--- src/rtl/led_sched_pkg.sv ---
// Shared types for the LED count scheduler: FSM state encoding and the
// reset position of the round-robin pointer.
package led_sched_pkg;

    localparam int STATE_W = 2;

    typedef enum logic [STATE_W-1:0] {
        S_IDLE = 2'd0,
        S_RUN  = 2'd1,
        S_HOLD = 2'd2
    } state_t;

    // The pointer resets to NUM_REQ - LAST_RST_BACKOFF, i.e. the highest index,
    // so the search that starts at last+1 lands on requester 0 first.
    localparam int LAST_RST_BACKOFF = 1;

    function automatic int last_reset_value(input int num_req);
        return num_req - LAST_RST_BACKOFF;
    endfunction

endpackage

--- src/rtl/tick_gen.sv ---
// Divided tick source: counts 0..DIV-1 and flags the last count.
// clr restarts the count so a fresh run sees a full DIV-cycle first tick.
module tick_gen #(
    parameter int DIV = 4
) (
    input  logic clk,
    input  logic rst_btn,
    input  logic clr,
    output logic tick
);

    localparam int CNT_W = (DIV > 2) ? $clog2(DIV) : 1;

    logic [CNT_W-1:0] cnt_reg;
    logic [CNT_W-1:0] cnt_next;

    assign tick = (cnt_reg == CNT_W'(DIV - 1));

    always_comb begin
        if (clr || tick) begin
            cnt_next = '0;
        end else begin
            cnt_next = cnt_reg + 1'b1;
        end
    end

    always_ff @(posedge clk or negedge rst_btn) begin
        if (!rst_btn) begin
            cnt_reg <= '0;
        end else begin
            cnt_reg <= cnt_next;
        end
    end

endmodule

--- src/rtl/led_count_scheduler.sv ---
// Round-robin owner of one shared LED up-counter across NUM_REQ requesters.
// Define LED_SCHED_HOLD_EN to display the final count for HOLD_TICKS ticks.
module led_count_scheduler
    import led_sched_pkg::*;
#(
    parameter  int NUM_REQ    = 3,
    parameter  int LED_W      = 4,
    parameter  int CLK_HZ     = 12_000_000,
    parameter  int TICK_HZ    = 4,
    parameter  int HOLD_TICKS = 2,
    localparam int ID_W       = (NUM_REQ > 1) ? $clog2(NUM_REQ) : 1
) (
    input  logic                     clk,
    input  logic                     rst_btn,
    input  logic [NUM_REQ-1:0]       req,
    input  logic                     abort,
    input  logic [NUM_REQ*LED_W-1:0] limit,
    output logic [LED_W-1:0]         led,
    output logic                     busy,
    output logic [ID_W-1:0]          grant_id,
    output logic [NUM_REQ-1:0]       done,
    output logic [NUM_REQ-1:0]       pending
);

    localparam int              DIV      = CLK_HZ / TICK_HZ;
    localparam logic [ID_W-1:0] LAST_RST = ID_W'(last_reset_value(NUM_REQ));

    if (DIV < 2 || NUM_REQ < 2 || NUM_REQ > 8 || HOLD_TICKS < 1) begin : g_param_check
        $error("led_count_scheduler: illegal parameter combination");
    end

    state_t             state_reg, state_next;
    logic [LED_W-1:0]   led_reg, led_next;
    logic [LED_W-1:0]   lim_reg, lim_next;
    logic               busy_reg, busy_next;
    logic [ID_W-1:0]    grant_reg, grant_next;
    logic [ID_W-1:0]    last_reg, last_next;
    logic [NUM_REQ-1:0] done_reg, done_next;
    logic [NUM_REQ-1:0] pending_reg, pending_next;
    logic [NUM_REQ-1:0] grant_clear;
    logic               tick;
    logic               tick_clr;
    logic               at_limit;
    logic               sel_found;
    logic [ID_W-1:0]    sel_id;
    logic [LED_W-1:0]   lim_arr [NUM_REQ];

`ifdef LED_SCHED_HOLD_EN
    localparam int HOLD_W = (HOLD_TICKS > 1) ? $clog2(HOLD_TICKS) : 1;

    logic [HOLD_W-1:0] hold_reg, hold_next;
    logic              hold_last;

    assign hold_last = (hold_reg == HOLD_W'(HOLD_TICKS - 1));
`endif

    for (genvar gi = 0; gi < NUM_REQ; gi++) begin : g_limit
        assign lim_arr[gi] = limit[gi*LED_W +: LED_W];
    end

    tick_gen #(
        .DIV     (DIV)
    ) u_tick_gen (
        .clk     (clk),
        .rst_btn (rst_btn),
        .clr     (tick_clr),
        .tick    (tick)
    );

    assign at_limit = (led_reg == lim_reg);

    // First pending bit at or after last+1, wrapping modulo NUM_REQ.
    always_comb begin
        int idx;
        idx       = 0;
        sel_found = 1'b0;
        sel_id    = '0;
        for (int k = 1; k <= NUM_REQ; k++) begin
            idx = (int'(last_reg) + k) % NUM_REQ;
            if (!sel_found && pending_reg[ID_W'(idx)]) begin
                sel_found = 1'b1;
                sel_id    = ID_W'(idx);
            end
        end
    end

    // A new req always wins over the grant clearing the same bit.
    assign pending_next = (pending_reg & ~grant_clear) | req;

    always_ff @(posedge clk or negedge rst_btn) begin
        if (!rst_btn) begin
            state_reg <= S_IDLE;
        end else begin
            state_reg <= state_next;
        end
    end

    always_comb begin
        state_next = state_reg;
        case (state_reg)
            S_IDLE: begin
                if (sel_found) begin
                    state_next = S_RUN;
                end
            end
            S_RUN: begin
                if (abort) begin
                    state_next = S_IDLE;
                end else if (tick && at_limit) begin
`ifdef LED_SCHED_HOLD_EN
                    state_next = S_HOLD;
`else
                    state_next = S_IDLE;
`endif
                end
            end
`ifdef LED_SCHED_HOLD_EN
            S_HOLD: begin
                if (abort || (tick && hold_last)) begin
                    state_next = S_IDLE;
                end
            end
`endif
            default: state_next = S_IDLE;
        endcase
    end

    always_comb begin
        led_next    = led_reg;
        lim_next    = lim_reg;
        busy_next   = busy_reg;
        grant_next  = grant_reg;
        last_next   = last_reg;
        done_next   = '0;
        grant_clear = '0;
        tick_clr    = 1'b0;
`ifdef LED_SCHED_HOLD_EN
        hold_next   = hold_reg;
`endif
        case (state_reg)
            S_IDLE: begin
                if (sel_found) begin
                    grant_next  = sel_id;
                    last_next   = sel_id;
                    lim_next    = lim_arr[sel_id];
                    grant_clear = NUM_REQ'(1) << sel_id;
                    led_next    = '0;
                    busy_next   = 1'b1;
                    tick_clr    = 1'b1;
                end
            end
            S_RUN: begin
                if (abort) begin
                    led_next  = '0;
                    busy_next = 1'b0;
                end else if (tick) begin
                    if (at_limit) begin
                        done_next = NUM_REQ'(1) << grant_reg;
`ifdef LED_SCHED_HOLD_EN
                        hold_next = '0;
`else
                        led_next  = '0;
                        busy_next = 1'b0;
`endif
                    end else begin
                        led_next = led_reg + 1'b1;
                    end
                end
            end
`ifdef LED_SCHED_HOLD_EN
            S_HOLD: begin
                if (abort || (tick && hold_last)) begin
                    led_next  = '0;
                    busy_next = 1'b0;
                end else if (tick) begin
                    hold_next = hold_reg + 1'b1;
                end
            end
`endif
            default: begin
                led_next  = '0;
                busy_next = 1'b0;
            end
        endcase
    end

    always_ff @(posedge clk or negedge rst_btn) begin
        if (!rst_btn) begin
            led_reg     <= '0;
            lim_reg     <= '0;
            busy_reg    <= 1'b0;
            grant_reg   <= '0;
            last_reg    <= LAST_RST;
            done_reg    <= '0;
            pending_reg <= '0;
`ifdef LED_SCHED_HOLD_EN
            hold_reg    <= '0;
`endif
        end else begin
            led_reg     <= led_next;
            lim_reg     <= lim_next;
            busy_reg    <= busy_next;
            grant_reg   <= grant_next;
            last_reg    <= last_next;
            done_reg    <= done_next;
            pending_reg <= pending_next;
`ifdef LED_SCHED_HOLD_EN
            hold_reg    <= hold_next;
`endif
        end
    end

    assign led      = led_reg;
    assign busy     = busy_reg;
    assign grant_id = grant_reg;
    assign done     = done_reg;
    assign pending  = pending_reg;

endmodule

--- config.mk ---
export PLATFORM = sky130hd
export DESIGN_NAME = led_count_scheduler
export DESIGN_NICKNAME = d
export VERILOG_FILES = /design/src/rtl/led_sched_pkg.sv /design/src/rtl/tick_gen.sv /design/src/rtl/led_count_scheduler.sv
export SDC_FILE = /design/constraint.sdc
export NUM_CORES = 1
export LEC_CHECK = 0
export CORE_MARGIN = 2
export CORE_UTILIZATION = 55
export CTS_CLUSTER_DIAMETER = 120
export DETAILED_ROUTE_END_ITERATION = 8
export PLACE_DENSITY = 0.79
export RECOVER_POWER = 100
export SLEW_MARGIN = 30
export SYNTH_ARGS = -nofsm -noshare
export SYNTH_HDL_FRONTEND = slang
export SYNTH_HIERARCHICAL = 1
export SYNTH_SLANG_ARGS = --single-unit
--- constraint.sdc ---
create_clock -name clk -period 2.99 [get_ports clk]
set_clock_uncertainty 0.05 [all_clocks]
set_input_delay 0.598 -clock clk [delete_from_list [all_inputs] [get_ports clk]]
set_output_delay 0.598 -clock clk [all_outputs]
set_load 0.02 [all_outputs]
==> run metrics <==
run status=complete, but fails checks; violated checks=capacitance limit, slew limit; global-route wire length before repair=9.19 mm; initial antenna violation count=0; depth of the worst hold-timing path=1; Mean Syn Cell Area=9.24 µm²; GPL Wtd Cong=0.965; R2R Path Start=last_reg[1]; fraction of post-synthesis cell area in the top cell type by area=0.410; Core Area=4320 µm²; Vias/cell=6.08; Die Ht=70.6 µm; Power, Total=2270 µW; fin crit period=2.54 ns; CTS max path bufs=2; setup TNS=0 ns; Reg-to-Reg End=pending[2]; post-cts gate resize count=0; Synth-to-Final Area Change=17.1%; # diodes=0; Mapped Cells=264; Clk Latency, worst-skew pair=0.28 ns; IO buf count=30; largest net degree at the start of global routing=42; Final ANT Viol Nets=0; total length of routed wires=5.25 mm; CP Buf/Inv Count=2; Top delay family on crit path=compound AO/OA/AOI/OAI gates; hold-fix buffers at CTS=0; flops & latches, synth=41; layout cells sized above 1=0.0680; starting density of the core=0.564; FF-to-FF path depth=8; Worst EP required=3.12 ns; Post-Route Utilization=0.661; YS warnings=6; Die ar.=4990 µm²; Congestion Overflow GR=0; std cell rows=24; Clock transition at path regs=0.08 ns; syn nets=288; CTS Sinks=41; Max H-tree Level=2; DR vias=2102; area leader, netlist=dfrtp_1; Max Fclk=0.394 GHz; Slew HR=-0.449; asr flop ratio synth=1.00; worst reg-to-reg setup slack=0.45 ns; max FFs per register=22; crit-path max cell delay=0.59 ns; crit-path max FO=13; post-synthesis sequential area ratio=0.421; IO Pins=31; Mapped Area=2440 µm²; synth unique cells=54; LEAKAGE=0.00116 µW; Crit Path Category=register to register; crit share post-route=0.849; unrepaired setup endpoints after global routing=no; Setup Fix Bufs, Post-CTS=0; max-cap viol count=1; setup violation total in the final timing report=0; number of global-route vias before repair=2017; Max Slew Vio Count=42; Hold Vio Cnt, Final=0; dpl hpwl=3.88 mm; Power Density=795 nW/µm²; DR iter-0 viols=166; hold endpoint=u_tick_gen/cnt_reg[0]; drc violations=0; maximum vdd ir drop=495 µV; crit end category=register; Root Driver=clkbuf_8; Layout Nets=318; Area contributors post-synth=dfrtp_1 41%, nor2_1 3.7%, xor2_1 3.2%, ha_1 3.1%, nand3_1 2.7%; crit-path cells=inv_1, ha_1, nand2b_1, a31oi_1, a22o_1, clkbuf_1, nand2_1, a21o_1; Pre-antenna DRT Iters=4; Slew @ Worst Pin=2.17 ns; GRT Total Usage=0.226; Max stage delay cell, worst path=dfstp_1; data arrival time of the critical path=2.67 ns; Top FF cell, synth=dfrtp_1; hold crit path type=register to register; hold path start=u_tick_gen/cnt_reg[0]; Post-synth EDFFs=0; CTS Buf Count=5; WL/cell=15.2 µm; CTS tree=yes; Startpoint Class=register; Die W=70.6 µm
## where the power goes
group / internal (µW) / total, µW / switching, µW
Sequential: 663 / 789 / 126
Combinational: 400 / 1060 / 657
Clock: 243 / 424 / 182
Total: 1310 / 2270 / 965
## layout by cell type, fill, tap and decap left out, drive strengths merged, types with 2 or more instances in the layout
cell | netlist | final
a211oi | 4 | 4
a21boi | 4 | 4
a21o | 2 | 2
a21oi | 12 | 12
a32o | 4 | 4
and2 | 2 | 2
and3 | 8 | 8
and4 | 2 | 2
clkbuf | 1 | 9
clkdlybuf4s50 | 0 | 16
dfrtp | 40 | 40
dlygate4sd3 | 0 | 13
ha | 6 | 6
inv | 15 | 15
mux2 | 2 | 2
nand2 | 16 | 16
nand2b | 4 | 4
nand3 | 15 | 15
nand4 | 9 | 9
nor2 | 24 | 24
nor3 | 4 | 4
nor3b | 5 | 5
nor4 | 6 | 6
o211ai | 3 | 3
o21a | 2 | 2
o21ai | 7 | 7
o221ai | 6 | 6
o31ai | 5 | 5
or2 | 5 | 5
or3 | 5 | 5
or4 | 7 | 7
xnor2 | 7 | 7
xor2 | 9 | 9
## metal layers
layer	track usage	vias up	share of wire
met2	0.348	46	0.46
li1	-	1030	-
met3	0.0413	6	0.042
met4	0.0671	0	0.010
met5	0	-	0
met1	0.329	1020	0.49
## cell type report
type | count | area (µm²)
clock buffers | 5 | 68.8
clock inverters | 2 | 35.0
fillers | 362 | 1470
inverters | 15 | 56.3
multi-input cells | 198 | 1300
flip-flops and latches | 41 | 1030
well taps | 52 | 65.1
repair buffers | 33 | 307
## stage by stage
| step | hold WS, ns | instance area, µm² | cells | setup slack [ns] |
|---|---|---|---|---|
| after detailed placement | 0.434 | 2770 | 339 | 0.563 |
| final | 0.444 | 2860 | 346 | 0.451 |
| after global placement | 0.429 | 2770 | 339 | 0.612 |
| after global routing | 0.466 | 2860 | 346 | 0.274 |
| after floorplan | 0.252 | 2440 | 264 | 0.740 |
| after CTS | 0.428 | 2880 | 346 | 0.531 |
## worst max-delay path by stage
stage,to,slack (ns),cells after the start,startpoint
floorplan,led[2],0.74,7,u_tick_gen/cnt_reg[0]
global placement,led[1],0.61,8,u_tick_gen/cnt_reg[0]
detailed placement,led[2],0.56,7,u_tick_gen/cnt_reg[12]
CTS,led[2],0.53,7,u_tick_gen/cnt_reg[12]
global route,grant_id[0],0.27,1,rst_btn
finish,pending[2],0.45,8,last_reg[1]
## cell families (layout without fill, tap and decap cells)
family                   count (synthesis)  after routing  share of synthesized area
AND/OR/NAND/NOR                        116            116                      0.264
AO/OA/AOI/OAI                           57             57                      0.167
flip-flops                              41             41                      0.421
buffers and inverters                   25             55                     0.0467
XOR/XNOR                                16             16                     0.0574
adder cells (fa/ha/maj)                  6              6                     0.0308
multiplexers                             3              3                     0.0133
## cells in the mapped netlist (all sizes together) (2+ instances only)
cell / number
a211oi: 4
a21boi: 4
a21o: 2
a21oi: 12
a32o: 4
and2: 2
and3: 8
and4: 2
buf: 9
dfrtp: 40
ha: 6
inv: 15
mux2: 2
nand2: 16
nand2b: 4
nand3: 15
nand4: 9
nor2: 24
nor3: 4
nor3b: 5
nor4: 6
o211ai: 3
o21a: 2
o21ai: 7
o221ai: 6
o31ai: 5
or2: 5
or3: 5
or4: 7
xnor2: 7
xor2: 9
Power figures use the tool's default switching activity.
